## src/rtl/flag_unit.sv

```systemverilog
// flag_unit: processor status register (N V D I Z C) with flag update
// priority, carry source selection, and interrupt request generation
// from synchronized IRQ (level, masked by I) and NMI (edge-latched).
module flag_unit (
    input  logic       clk,
    input  logic       resetb,
    input  logic       alu_zero,
    input  logic       alu_negative,
    input  logic       alu_overflow,
    input  logic       alu_c_out,
    input  logic [3:0] flag_we,
    input  logic [1:0] c_sel,
    output logic       c_in,
    output logic       bcd,
    input  logic       flag_op_en,
    input  logic [2:0] flag_op,
    input  logic       p_load,
    input  logic [7:0] p_din,
    output logic [7:0] p_dout,
    input  logic       brk_push,
    input  logic       irq_n,
    input  logic       nmi_n,
    input  logic       int_ack,
    output logic       int_req,
    output logic       int_is_nmi
);

    localparam logic [2:0] OP_CLC = 3'd0;
    localparam logic [2:0] OP_SEC = 3'd1;
    localparam logic [2:0] OP_CLI = 3'd2;
    localparam logic [2:0] OP_SEI = 3'd3;
    localparam logic [2:0] OP_CLD = 3'd4;
    localparam logic [2:0] OP_SED = 3'd5;
    localparam logic [2:0] OP_CLV = 3'd6;

    logic n_q, v_q, d_q, i_q, z_q, c_q;
    logic n_d, v_d, d_d, i_d, z_d, c_d;
    logic irq_s1_q, irq_s2_q, nmi_s1_q, nmi_s2_q, nmi_prev_q, nmi_pending_q;
    logic nmi_pending_d;
    logic nmi_edge_s;
    logic op_s;

    // A falling edge of the synchronized NMI line (prev high, now low).
    assign nmi_edge_s = nmi_prev_q & ~nmi_s2_q;
    assign op_s       = flag_op_en;

    // Next-state flags: p_load beats int_ack beats flag_op beats flag_we, per bit.
    always_comb begin
        n_d = n_q;
        v_d = v_q;
        d_d = d_q;
        i_d = i_q;
        z_d = z_q;
        c_d = c_q;
        if (p_load) begin
            n_d = p_din[7];
            v_d = p_din[6];
            d_d = p_din[3];
            i_d = p_din[2];
            z_d = p_din[1];
            c_d = p_din[0];
        end else begin
            // Lowest priority first so higher-priority sources overwrite.
            if (flag_we[3]) n_d = alu_negative; else n_d = n_q;
            if (flag_we[2]) v_d = alu_overflow; else v_d = v_q;
            if (flag_we[1]) z_d = alu_zero;     else z_d = z_q;
            if (flag_we[0]) c_d = alu_c_out;    else c_d = c_q;
            if (op_s) begin
                case (flag_op)
                    OP_CLC:  c_d = 1'b0;
                    OP_SEC:  c_d = 1'b1;
                    OP_CLI:  i_d = 1'b0;
                    OP_SEI:  i_d = 1'b1;
                    OP_CLD:  d_d = 1'b0;
                    OP_SED:  d_d = 1'b1;
                    OP_CLV:  v_d = 1'b0;
                    default: ; // 7 is a no-op
                endcase
            end else begin
                i_d = i_q;
            end
            if (int_ack) i_d = 1'b1; else i_d = i_d;
        end
    end

    // NMI latch: a new edge always wins over an acknowledge of the old one.
    always_comb begin
        nmi_pending_d = nmi_pending_q;
        if (nmi_edge_s) begin
            nmi_pending_d = 1'b1;
        end else if (int_ack && nmi_pending_q) begin
            nmi_pending_d = 1'b0;
        end else begin
            nmi_pending_d = nmi_pending_q;
        end
    end

    // Carry source for the ALU.
    always_comb begin
        case (c_sel)
            2'b01:   c_in = 1'b0;
            2'b10:   c_in = 1'b1;
            default: c_in = c_q;
        endcase
    end

    assign bcd        = d_q;
    assign p_dout     = {n_q, v_q, 1'b1, brk_push, d_q, i_q, z_q, c_q};
    assign int_is_nmi = nmi_pending_q;
    assign int_req    = nmi_pending_q | (~irq_s2_q & ~i_q);

    // Flag, synchronizer and NMI state registers.
    always_ff @(posedge clk or negedge resetb) begin
        if (!resetb) begin
            n_q           <= 1'b0;
            v_q           <= 1'b0;
            d_q           <= 1'b0;
            i_q           <= 1'b1;
            z_q           <= 1'b0;
            c_q           <= 1'b0;
            irq_s1_q      <= 1'b1;
            irq_s2_q      <= 1'b1;
            nmi_s1_q      <= 1'b1;
            nmi_s2_q      <= 1'b1;
            nmi_prev_q    <= 1'b1;
            nmi_pending_q <= 1'b0;
        end else begin
            n_q           <= n_d;
            v_q           <= v_d;
            d_q           <= d_d;
            i_q           <= i_d;
            z_q           <= z_d;
            c_q           <= c_d;
            irq_s1_q      <= irq_n;
            irq_s2_q      <= irq_s1_q;
            nmi_s1_q      <= nmi_n;
            nmi_s2_q      <= nmi_s1_q;
            nmi_prev_q    <= nmi_s2_q;
            nmi_pending_q <= nmi_pending_d;
        end
    end

endmodule

```

## config.mk

```make
export PLATFORM = sky130hd
export DESIGN_NAME = flag_unit
export DESIGN_NICKNAME = d
export VERILOG_FILES = /design/src/rtl/flag_unit.sv
export SDC_FILE = /design/constraint.sdc
export NUM_CORES = 1
export LEC_CHECK = 0
export CAP_MARGIN = 20
export CORE_MARGIN = 10
export CORE_UTILIZATION = 30
export CTS_CLUSTER_DIAMETER = 60
export DETAILED_ROUTE_END_ITERATION = 8
export DONT_BUFFER_PORTS = 1
export SYNTH_ARGS = -nofsm -noshare
export SYNTH_HDL_FRONTEND = slang
export SYNTH_SLANG_ARGS = --single-unit
```

## constraint.sdc

```tcl
create_clock -name clk -period 1 [get_ports clk]
set_input_delay 0.15 -clock clk [delete_from_list [all_inputs] [get_ports clk]]
set_output_delay 0.15 -clock clk [all_outputs]
set_load 0.03 [all_outputs]
```

==> results.py, run 1 <==
metrics = {
    "floorplan": {
        "die_y_um": 64.3,
        "initial_core_util": 0.327,
        "num_rows": 15,
        "io_pins": 41,
        "coreArea_um2": 1800,
        "dieArea_um2": 4140,
        "die_w_um": 64.3,
    },
    "grt": {
        "grt_start_max_net_pins": 13,
        "grtUsageTotal": 0.0757,
        "antenna_found_initial": 0,
        "grt_pass1_wl_um": 2400,
        "grt-ovfl-total": 0,
        "grt_pass1_vias": 495,
    },
    "sta": {
        "tightestPinTransition_ns": 0.543,
        "fmax_ghz": 0.856,
        "post-route-period-util": 1.17,
        "slew_headroom": 0.637,
        "hold_viol_final": 0,
        "setup_viol": 7,
        "slew_viol_final": 0,
        "setup_slack_ns": -0.169,
        "layout_min_cycle_time_ns": 1.17,
        "rsz0062_at_grt": "true",
        "fin_hold_ws_ns": 0.00726,
        "skew_ns": 0.00368,
    },
    "clock_tree": {
        "clockBufferDepth": 2,
        "numClockSinks": 12,
        "clk_pin_slew_worst_paths_ns": 0.07,
        "cts_root_buffer": "clkbuf_4",
        "htree_levels": 1,
        "cts_buffers": 3,
        "clk_latency_ns": 0.27,
        "cts_tree": "yes",
    },
    "setup_path": {
        "slowest_delay_ns": 0.55,
        "path_delay_family": "flip-flops",
        "cp_slowest_cell": "dfstp_2",
        "required_ns": 0.85,
        "startpoint_type": "flop",
        "critPathLaunch": "i_q$_DFFE_PN1P_",
        "crit_chain": "o21ai_2 -> buf_6",
        "crit_fanout": 3,
        "end_kind": "output port",
        "reg2reg_from": "c_q$_DFF_PN0_",
        "rrSetupSlack_ns": -0.10,
        "cp.arrival_ns": 1.02,
        "worstSetupPathType": "flop to output port",
        "crit_buf_inv": 1,
    },
    "layout": {
        "drive_gt1_frac": 0.388,
        "syn_to_final_growth_pct": 33.8,
        "layout_common_cells": "dlygate4sd3_1 (8), buf_6 (8), dfstp_2 (6), nand2_1 (5), dfrtp_1 (5)",
        "diodes": 0,
        "nets": 98,
    },
    "power_and_ir_drop": {
        "power.leakage_nw": 0.353,
        "report.power.total_mw": 1.17,
        "cellPowerDensity_nw_per_um2": 1480,
        "ir_worst_vdd_v": 0.000979,
    },
    "logic_synthesis": {
        "yosysTopAreaCellShare": 0.268,
        "synth.largest_area_cell": "dfstp_2",
        "yosysWarnings": 0,
        "synth-seq-cells": 12,
        "synth_area_leaders": "dfstp_2 (27%), dfrtp_1 (25%), buf_4 (10%)",
        "syn-num-nets": 83,
        "avgSynthCellArea_um2": 11.1,
        "synth_area_um2": 589,
        "syn-instance-count": 53,
        "ys_types": 19,
        "yosysSeqAreaShare": 0.522,
    },
    "place": {
        "dp_hpwl_um": 1110,
        "place_ws_ns": -0.0104,
        "io_buffers": 0,
        "gp_congestion": 0.579,
    },
    "run_status": {
        "run_status": "complete, but fails checks",
        "violations": "negative setup slack",
    },
    "route": {
        "via_per_inst": 4.52,
        "drt-pass1-iter-count": 3,
        "drc_errors": 0,
        "drt-initial-drc-count": 11,
        "drtAntennaViolNets": 0,
        "post_drt_wl_per_cell_um": 16.8,
        "drt_wl_total_um": 1540,
        "vias": 416,
    },
    "hold_path": {
        "holdCritPathClass": "primary input to flop",
        "min_from": "p_load",
    },
    "job": {
        "cap_violations": 0,
    },
}
-- per-layer routing --
layer  global-route usage  wire length (um)  part of all wire  vias to the layer above
li1                     -                 -                 -                      198
met3               0.0592               175              0.11                        2
met5                    0                 0                 0                        -
met1               0.0681               533              0.35                      193
met4               0.0160                 6            0.0039                        0
met2                0.132               825              0.54                       23
-- per-stage QoR --
| stage | area, um^2 | cells | TNS (ns) | util |
|---|---|---|---|---|
| finish | 788 | 92 | -0.679 | 0.438 |
| detailed placement | 622 | 77 | -0.0206 | 0.345 |
| global route | 788 | 92 | -1.12 | 0.438 |
| CTS | 758 | 90 | -0.717 | 0.421 |
| floorplan | 594 | 53 | -0.143 | - |
| global placement | 622 | 77 | -0.00568 | 0.345 |
-- synth_stat cells --
master	number
nor2_1	1
o22ai_1	1
nand2_1	5
nor3b_1	2
dfstp_2	6
nand3b_1	1
buf_4	8
inv_1	4
o31ai_1	1
nand4b_1	1
ha_1	1
o21ai_0	5
conb_1	1
a32oi_1	1
mux2_2	3
clkbuf_1	1
dfrtp_1	6
mux2_1	1
mux2i_1	4
-- worst paths after layout --
kind	endpoint	cells past startpoint
worst max-delay path	int_req	2
max in group asynchronous	bcd$_DFFE_PN0P_	1
worst max register to register	c_q$_DFF_PN0_	4
worst min-delay path	z_q$_DFFE_PN0P_	2
worst min register to register	irq_s2_q$_DFF_PN1_	0
min in group asynchronous	v_q$_DFF_PN0_	1
-- sequential cells by signal, indices dropped and copies added (netlist names) --
register    count
z_q             1
int_is_nmi      1
irq_s1_q        1
n_q             1
nmi_s2_q        1
v_q             1
c_q             1
bcd             1
i_q             1
irq_s2_q        1
nmi_prev_q      1
nmi_s1_q        1
-- cell type report --
| cell class | count | area, um^2 |
|---|---|---|
| fillers | 190 | 1010 |
| flip-flops and latches | 12 | 309 |
| multi-input cells | 28 | 214 |
| repair buffers | 19 | 193 |
| well taps | 25 | 31.3 |
| clock buffers | 4 | 26.3 |
| inverters | 4 | 15.0 |
-- power by group --
group,internal [mW],switching [mW],total [mW]
Sequential,0.534,0.0233,0.557
Combinational,0.146,0.159,0.304
Clock,0.154,0.150,0.305
-- kinds of logic after synthesis --
kind of cell | share of synthesized area
other | 0.00636
flip-flops | 0.522
adder cells (fa/ha/maj) | 0.0212
AO/OA/AOI/OAI | 0.0807
AND/OR/NAND/NOR | 0.0913
buffers and inverters | 0.134
multiplexers | 0.144
-- timing repair --
item,in CTS,in global routing
resized for setup,7,4
pin swaps,1,0
hold buffers,8,0
endpoints found under the hold margin,20,0
buffers inserted,1,2
endpoints found under the setup margin,7,12
(Power assumes the default switching activity.)
==> run 2: changes to the inputs <==
--- a/config.mk
+++ b/config.mk
@@ -7,7 +7,7 @@
 export LEC_CHECK = 0
 export CAP_MARGIN = 20
 export CORE_MARGIN = 10
-export CORE_UTILIZATION = 30
+export CORE_UTILIZATION = 25
 export CTS_CLUSTER_DIAMETER = 60
 export DETAILED_ROUTE_END_ITERATION = 8
 export DONT_BUFFER_PORTS = 1
==> run 2 against run 1 <==
Compared with the run above:
- the run still ends with negative setup slack left
- highest routed layer is now met3
- die area grew 14%
- combinational power is essentially flat
- hold slack is essentially flat
- largest power group unchanged
- first-iteration DRC count shrank 64%
- core utilization shrank 7.5 points
- sequential cell count is the same
- total power grew 6.2%
- wire length shrank 2.9%
- cell count grew 5.4%
- global-route usage shrank 1.2 points
==> results.py, run 2 (synthesis gave the netlist of run 1 again) <==
metrics = {
    "run_status": {
        "run_status": "complete, but fails checks",
        "violations": "negative setup slack",
    },
    "clock_tree": {
        "numClockSinks": 12,
        "htree_levels": 1,
        "cts_tree": "yes",
        "cts_buffers": 3,
        "clk_pin_slew_worst_paths_ns": 0.08,
        "clk_latency_ns": 0.26,
        "cts_root_buffer": "clkbuf_4",
        "clockBufferDepth": 2,
    },
    "floorplan": {
        "die_y_um": 68.6,
        "num_rows": 17,
        "coreArea_um2": 2230,
        "die_w_um": 68.6,
        "initial_core_util": 0.264,
        "io_pins": 41,
        "dieArea_um2": 4700,
    },
    "power_and_ir_drop": {
        "ir_worst_vdd_v": 0.000907,
        "power.leakage_nw": 0.366,
        "report.power.total_mw": 1.24,
        "cellPowerDensity_nw_per_um2": 1530,
    },
    "sta": {
        "layout_min_cycle_time_ns": 1.16,
        "fin_hold_ws_ns": 0.00763,
        "fmax_ghz": 0.860,
        "setup_viol": 6,
        "tightestPinTransition_ns": 0.545,
        "setup_slack_ns": -0.162,
        "skew_ns": 0.000111,
        "slew_viol_final": 0,
        "finalSetupTns_ns": -0.653,
        "rsz0062_at_grt": "true",
        "post-route-period-util": 1.16,
        "hold_viol_final": 0,
        "slew_headroom": 0.635,
    },
    "layout": {
        "drive_gt1_frac": 0.420,
        "layout_common_cells": "dlygate4sd3_1 (8), buf_4 (7), dfstp_2 (6), buf_6 (6)",
        "syn_to_final_growth_pct": 37.4,
        "fin_area_um2": 810,
        "nets": 100,
        "nFillCells": 232,
        "diodes": 0,
        "layout_commonest_cell": "dlygate4sd3_1",
        "fin_util": 0.362,
        "instances_no_fill": 97,
    },
    "setup_path": {
        "r2r-end": "c_q$_DFF_PN0_",
        "crit_fanout": 3,
        "end_kind": "output port",
        "worstSetupPathType": "flop to output port",
        "startpoint_type": "flop",
        "reg2reg_from": "c_q$_DFF_PN0_",
        "cp.arrival_ns": 1.01,
        "rrSetupSlack_ns": -0.11,
        "reg2reg_depth": 4,
        "required_ns": 0.85,
    },
    "route": {
        "drc_errors": 0,
        "via_per_inst": 4.43,
        "drtAntennaViolNets": 0,
        "drt-pass1-iter-count": 4,
        "drt_wl_total_um": 1500,
        "post_drt_wl_per_cell_um": 15.4,
        "vias": 430,
        "drt-initial-drc-count": 4,
    },
    "hold_path": {
        "holdPathEnd": "z_q$_DFFE_PN0P_",
        "min_from": "p_din[1]",
        "holdCritPathClass": "primary input to flop",
        "hold_depth": 2,
    },
    "grt": {
        "grtUsageTotal": 0.0634,
        "grt-ovfl-total": 0,
        "grt_start_max_net_pins": 13,
        "antenna_found_initial": 0,
        "grt_pass1_vias": 505,
        "grt_pass1_wl_um": 2260,
    },
    "place": {
        "dpl_cell_area_um2": 633,
        "gp_congestion": 0.610,
        "dp_hpwl_um": 1200,
        "placed_cells": 81,
        "place_ws_ns": -0.0386,
        "io_buffers": 0,
    },
    "job": {
        "cap_violations": 0,
    },
}
[run 2: cell count changes in the layout (fill, tap and decap cells not counted)]
cell,previous run,this run
clkbuf_8,0,1
buf_6,8,6
clkbuf_1,1,0
buf_4,3,7
[run 2: critical path: stages, from the launching register on]
cell and delay, ns:
dfstp_2 0.56, o21ai_2 0.06, buf_6 0.13
[run 2: final cells by class]
cell class / count / area [um^2] / share of cell area
Timing Repair Buffer: 21 / 200 / 0.247
Inverter: 4 / 15.0 / 0.0185
Tap cell: 28 / 35.0 / 0.0433
Clock buffer: 4 / 36.3 / 0.0448
Multi-Input combinational cell: 28 / 214 / 0.264
Sequential cell: 12 / 309 / 0.382
[run 2: worst max-delay path by stage]
stage                               start         endpoint  slack, ns
after detailed placement  bcd$_DFFE_PN0P_  bcd$_DFFE_PN0P_      -0.04
after floorplan           bcd$_DFFE_PN0P_  bcd$_DFFE_PN0P_       -0.1
final                     i_q$_DFFE_PN1P_          int_req      -0.16
after global placement           c_sel[0]             c_in     -0.008
after CTS                 i_q$_DFFE_PN1P_          int_req      -0.21
after global routing      i_q$_DFFE_PN1P_          int_req      -0.20
[run 2: what timing repair did]
action	4_1_cts	5_1_grt
buffers inserted	1	3
endpoints found under the setup margin	7	12
endpoints found under the hold margin	20	0
pin swaps	1	0
resized for setup	5	4
hold buffers	8	0
[run 2: where the power goes]
part | switching [mW] | internal [mW] | total, mW
clock network | 0.154 | 0.221 | 0.375
logic | 0.158 | 0.149 | 0.307
registers | 0.0234 | 0.534 | 0.557
total | 0.335 | 0.903 | 1.24
[run 2: layer usage]
metal / up-vias / wire (um) / track usage
met4: 0 / 0 / 0.0151
met3: 0 / 184 / 0.0386
met5: - / 0 / 0
met1: 204 / 539 / 0.0571
met2: 24 / 773 / 0.118
li1: 202 / - / -
